**config.mk**
```make
export PLATFORM = sky130hd
export DESIGN_NAME = acc_drain
export DESIGN_NICKNAME = d
export VERILOG_FILES = /design/src/rtl/acc_drain.sv
export SDC_FILE = /design/constraint.sdc
export NUM_CORES = 2
export LEC_CHECK = 0
export CORE_ASPECT_RATIO = 0.5
export CORE_UTILIZATION = 55
export CTS_CLUSTER_DIAMETER = 60
export DETAILED_ROUTE_END_ITERATION = 8
export PLACE_DENSITY = 0.86
export SYNTH_ARGS = -nofsm -noshare
export SYNTH_HDL_FRONTEND = slang
export SYNTH_SLANG_ARGS = --single-unit
```
**constraint.sdc**
```tcl
create_clock -name clk -period 56.7 [get_ports clk]
set_input_delay 11.34 -clock clk [delete_from_list [all_inputs] [get_ports clk]]
set_output_delay 11.34 -clock clk [all_outputs]
set_load 0.02 [all_outputs]
```
**src/rtl/acc_drain.sv**
```systemverilog
// Snapshots an N-lane accumulator tile and streams it out one lane per beat
// over a valid/ready interface, with optional per-tile ReLU clamping.
module acc_drain #(
   parameter  int DW = 32,
   parameter  int N  = 16,
   localparam int IW = (N > 1) ? $clog2(N) : 1
) (
   input  logic          clk,
   input  logic          rst,
   input  logic [DW-1:0] acc_in [0:N-1],
   input  logic          capture,
   input  logic          relu_en,
   output logic [DW-1:0] out_data,
   output logic [IW-1:0] out_idx,
   output logic          out_valid,
   input  logic          out_ready,
   output logic          out_last,
   output logic          busy,
   output logic          overrun
);

   typedef enum logic {IDLE = 1'b0, STREAM = 1'b1} state_t;

   state_t        state_q, state_d;
   logic [IW-1:0] idx_q, idx_d;
   logic [DW-1:0] snap_q [0:N-1];
   logic [DW-1:0] snap_d [0:N-1];
   logic          relu_q, relu_d;
   logic [DW-1:0] data_q, data_d;
   logic          last_q, last_d;
   logic          ovr_q, ovr_d;
   logic [IW-1:0] idx_nxt;
   logic          xfer;

   function automatic logic [DW-1:0] relu_fn(input logic [DW-1:0] v, input logic en);
      return (en && v[DW-1]) ? '0 : v;
   endfunction

   assign xfer    = (state_q == STREAM) && out_ready;
   assign idx_nxt = idx_q + IW'(1);

   always_comb begin
      state_d = state_q;
      idx_d   = idx_q;
      snap_d  = snap_q;
      relu_d  = relu_q;
      data_d  = data_q;
      last_d  = last_q;
      ovr_d   = 1'b0;
      // A capture is accepted when idle, or when the final beat leaves on this edge.
      if (capture && ((state_q == IDLE) || (xfer && last_q))) begin
         state_d = STREAM;
         snap_d  = acc_in;
         relu_d  = relu_en;
         idx_d   = '0;
         data_d  = relu_fn(acc_in[0], relu_en);
         last_d  = (N == 1);
      end else begin
         if (capture) ovr_d = 1'b1;
         if (xfer) begin
            if (last_q) begin
               state_d = IDLE;
               idx_d   = '0;
               data_d  = '0;
               last_d  = 1'b0;
            end else begin
               idx_d  = idx_nxt;
               data_d = relu_fn(snap_q[idx_nxt], relu_q);
               last_d = (idx_nxt == IW'(N - 1));
            end
         end
      end
   end

   always_ff @(posedge clk or posedge rst) begin
      if (rst) begin
         state_q <= IDLE;
         idx_q   <= '0;
         snap_q  <= '{default: '0};
         relu_q  <= 1'b0;
         data_q  <= '0;
         last_q  <= 1'b0;
         ovr_q   <= 1'b0;
      end else begin
         state_q <= state_d;
         idx_q   <= idx_d;
         snap_q  <= snap_d;
         relu_q  <= relu_d;
         data_q  <= data_d;
         last_q  <= last_d;
         ovr_q   <= ovr_d;
      end
   end

   assign out_data  = data_q;
   assign out_idx   = idx_q;
   assign out_valid = (state_q == STREAM);
   assign busy      = (state_q == STREAM);
   assign out_last  = last_q;
   assign overrun   = ovr_q;

endmodule

```
# Yosys cells after proc, flatten, opt, wreduce, memory -nomap -nowiden
# Index checks and enable logic that the tools add are counted.
# classes
addsub	1
muxes	19
reduce_logical	9
n_eq_ne	1
n_bitwise	2
magnitude_cmp	1
# op_table
op	n
2-to-1 mux 32 bit	7
binary-select mux 32 bit (select 4 bit)	1
2-to-1 mux 4 bit	3
2-to-1 mux 1 bit	8
>= comparator 5 bit (second input constant)	1
logical AND 1 bit	5
NOT 4 -> 5 bit	1
adder 4 x 1 -> 4 bit (second input constant)	1
== test 4 bit (second input constant)	1
nonzero test 2 bit	2
AND reduction 2 bit	1
logical OR 1 bit	1
NOT 1 bit	1
# totals
output_inout_bits	40
reg_bits	552

# Depth between registers and ports, before layout
# logic_depth
word_depth	10
ltp_mapped	11
mapped_depth_nobuf	7

# Worst setup path after synthesis
# Ideal clock, no wire load.
# synth_path
path_type	input-to-reg
from	input out_ready
to	register snap_q[197] (netlist name)
cell_stages	6
path_buffers	3
t_arrival_ns	12.686
slack_ns	43.890
cell_sequence	a21boi_0 nand2b_1 buf_2 clkbuf_1 buf_2 mux2_2
# synth_via
elab_chain_cells	4
# synth_rtl
element	line_no	rtl
from (decl)	16	input logic out_ready,
logical AND 1 bit	39	assign xfer = (state_q == STREAM) && out_ready;
logical AND 1 bit	51	if (capture && ((state_q == IDLE) || (xfer && last_q))) begin
logical OR 1 bit	51	
logical AND 1 bit	51	
to (signal assigned)	87	snap_q <= snap_d;
to (decl)	26	logic [DW-1:0] snap_q [0:N-1];
# Every way passes these cells.
# A chain may end at the register's enable or synchronous reset.

# Worst setup path in the final report
# layout_path
from	input out_ready
to	register snap_q[320] (netlist name)
# Same word-level chain as after synthesis.

==> flow_metrics.tcl <==
set metrics [dict create \
    grt_pass1_vias 17280 \
    top_layer "met4" \
    met3_length_mm 4.436 \
    grt_usage 0.3173 \
    yosysSeqAreaShare 0.5593 \
    final_common_cell "clkdlybuf4s50_1" \
    io_buffers 556 \
    vias_per_cell 5.918 \
    die_w_um 301.7 \
    clock-sinks 552 \
    fp-row-count 54 \
    final_antenna_net_count 0 \
    p_per_area_nw_per_um2 51.88 \
    violations "design-rule violations" \
    coreArea_um2 43920 \
    synth_top_family_by_area "multiplexers" \
    reg2reg_to "out_data[28]$_DFFE_PP0P_" \
    vias 16200 \
    muxShareOfSynthArea 0.3524 \
    rsz0062_at_grt "false" \
    postCtsHoldBufs 0 \
    clkLatencyLatePin_ns 0.56 \
    hp-class "flop to flop" \
    cts_resized 0 \
    end_kind "flop" \
    tns_ns 0 \
    initial_core_util 0.5623 \
    worstHoldStart "snap_q[10]$_DFFE_PP0P_" \
    cts_setup_buffers 0 \
    fin_util 0.7370 \
    cts_made_buffers 48 \
    wl_met2_mm 37.16 \
    netlist_area_um2 24700 \
    drt_first_iter_violations 1117 \
    r2r_setup_slack_ns 51.87 \
    leakage_uw 0.01378 \
    avgSynthCellArea_um2 15.79 \
    final_cell_mix "clkdlybuf4s50_1 (556), dfrtp_1 (551), mux2_2 (513)" \
    min_period_ns 15.12 \
    wl_mm 72.57 \
    pin_count 557 \
    finalHoldViolations 0 \
    reg2reg_from "out_idx[0]$_DFFE_PP0P_" \
    critPathRequiredTime_ns 57.15 \
    dp_hpwl_mm 51.20 \
    grt-ovfl-total 0 \
    antenna_found_initial 40 \
    postPlaceCellArea_um2 30750 \
    firstDrtPassIters 7 \
    grt_pass1_wl_mm 106.9 \
    die_area_um2 45800 \
    synthSimpleGateAreaFrac 0.04413 \
    fin_crit_sh 0.2667 \
    grt_max_degree 206 \
    ys_seq_elements 552 \
    fin_area_um2 32370 \
    skew_ns 0.01085 \
    setup_viol 0 \
    yosys.area_share.adder 0.001013 \
    hold_path_end "snap_q[10]$_DFFE_PP0P_" \
    synth_cells 1564 \
    drive_above_1_share 0.3544 \
    synth_cell_types 36 \
    cts_htree_levels 2 \
    ys.warnings.count 0 \
    clock_tree.root_cell "clkbuf_16" \
    post_drt_wl_per_cell_um 26.51 \
    slew_headroom 0.2090 \
    rr_worst_depth 8 \
    drcViolationCount 9 \
    clock_path_buffers 3 \
    synth_async_sr_flop_share 1.000 \
    wl_met1_mm 27.74 \
    startpoint "out_ready" \
    synth_enable_flop_cells 0 \
    whs_path_depth 1 \
    synth_compound_area_frac 0.01875 \
    maxCapViolations 0 \
    maxSlewViolCount 0 \
    synth-main-ff-cell "dfrtp_1" \
    start_kind "input port" \
    cp_data_arrival_time_ns 15.57 \
    syn_to_final_growth_pct 31.07 \
    peakVddDrop_v 0.00003950 \
    syn_nets 2083 \
    critPathKind "input port to flop" \
    fillers 2846 \
    clk_pin_slew_ns 0.07 \
    gp_congestion 0.8766 \
    synth_xor_area_frac 0.002027 \
    cts_tree "done" \
    path_max_fanout 205 \
    fin_nets 2594 \
    die_y_um 151.8 \
    status "finished with violations" \
    fmax_ghz 0.06612 \
    worst_pin_slew_ns 1.185 \
]
## kinds of logic after synthesis
kind of cell / after synthesis
and+or+nand+nor: 171
AOI/OAI and AO/OA: 73
muxes: 644
xor gates and xnor gates: 4
adders and majority gates: 2
buffers and inverters: 118
DFF: 552
## where the power goes
part / switching, uW / internal (uW) / total (uW)
logic: 267 / 384 / 651
registers: 111 / 590 / 701
clock network: 149 / 179 / 328
## state kept, by name, summed over array words and instances (netlist names)
signal	count
snap_q	512
out_data	32
busy	1
relu_q	1
out_last	1
out_idx	4
overrun	1
## per-stage QoR
stage | hold WS (ns) | instances | setup slack [ns] | total power, uW
2_1_floorplan | 0.4739 | 1564 | 29.93 | 1134
3_3_place_gp | 0.4815 | 2613 | 41.06 | 1320
3_5_place_dp | 0.4874 | 2613 | 41.03 | 1350
4_1_cts | 0.5023 | 2696 | 41.60 | 1677
5_1_grt | 0.5114 | 2737 | 41.35 | 1757
6_report | 0.4995 | 2737 | 41.58 | 1679
## synth_stat cells, types with 2 or more instances
| master | count | share of area |
|---|---|---|
| dfrtp_1 | 552 | 0.56 |
| mux2_2 | 513 | 0.23 |
| mux4_2 | 129 | 0.12 |
| and3_1 | 62 | 0.016 |
| buf_2 | 61 | 0.012 |
| clkbuf_1 | 45 | 0.0068 |
| nor2b_1 | 32 | 0.0081 |
| nor3b_1 | 32 | 0.0097 |
| a22oi_1 | 31 | 0.0094 |
| nor4_1 | 31 | 0.0079 |
| o21ai_1 | 31 | 0.0063 |
| buf_1 | 5 | 0.00076 |
| nor2_1 | 5 | 0.00076 |
| buf_6 | 4 | 0.0018 |
| o21ai_0 | 4 | 0.00081 |
| nand2_1 | 3 | 0.00046 |
| a21o_1 | 2 | 0.00061 |
| ha_1 | 2 | 0.0010 |
| mux2i_1 | 2 | 0.00081 |
| nand2b_1 | 2 | 0.00051 |
## critical path, stage by stage
cell and delay [ns]:
clkdlybuf4s50_1 0.50, a21boi_0 0.34, nand2b_4 0.21, buf_12 0.78
buf_4 0.94, buf_4 0.91, mux2_2 0.43
## worst max-delay path by stage
stage,end,slack [ns]
final,snap_q[320]$_DFFE_PP0P_,41.58
after global routing,snap_q[320]$_DFFE_PP0P_,41.35
after CTS,snap_q[316]$_DFFE_PP0P_,41.60
after detailed placement,snap_q[477]$_DFFE_PP0P_,41.03
after global placement,snap_q[466]$_DFFE_PP0P_,41.06
after floorplan,busy$_DFFE_PP0P_,29.93
## layer usage
metal | vias to the layer above | global-route usage
li1 | 6927 | -
met1 | 8591 | 0.4041
met2 | 517 | 0.5111
met3 | 163 | 0.07021
met4 | 0 | 0.1710
met5 | - | 0
## layout make-up
cell class	count	area, um^2	share of cell area
antenna	41	102.6	0.003170
clock buffer	73	1436	0.04438
clock inverter	10	78.83	0.002435
inverter	2	15.01	0.0004639
multi-input combinational	894	10440	0.3224
sequential	552	13820	0.4269
tap	588	735.7	0.02273
timing repair buffer	577	5748	0.1776
(Power assumes the default switching activity.)
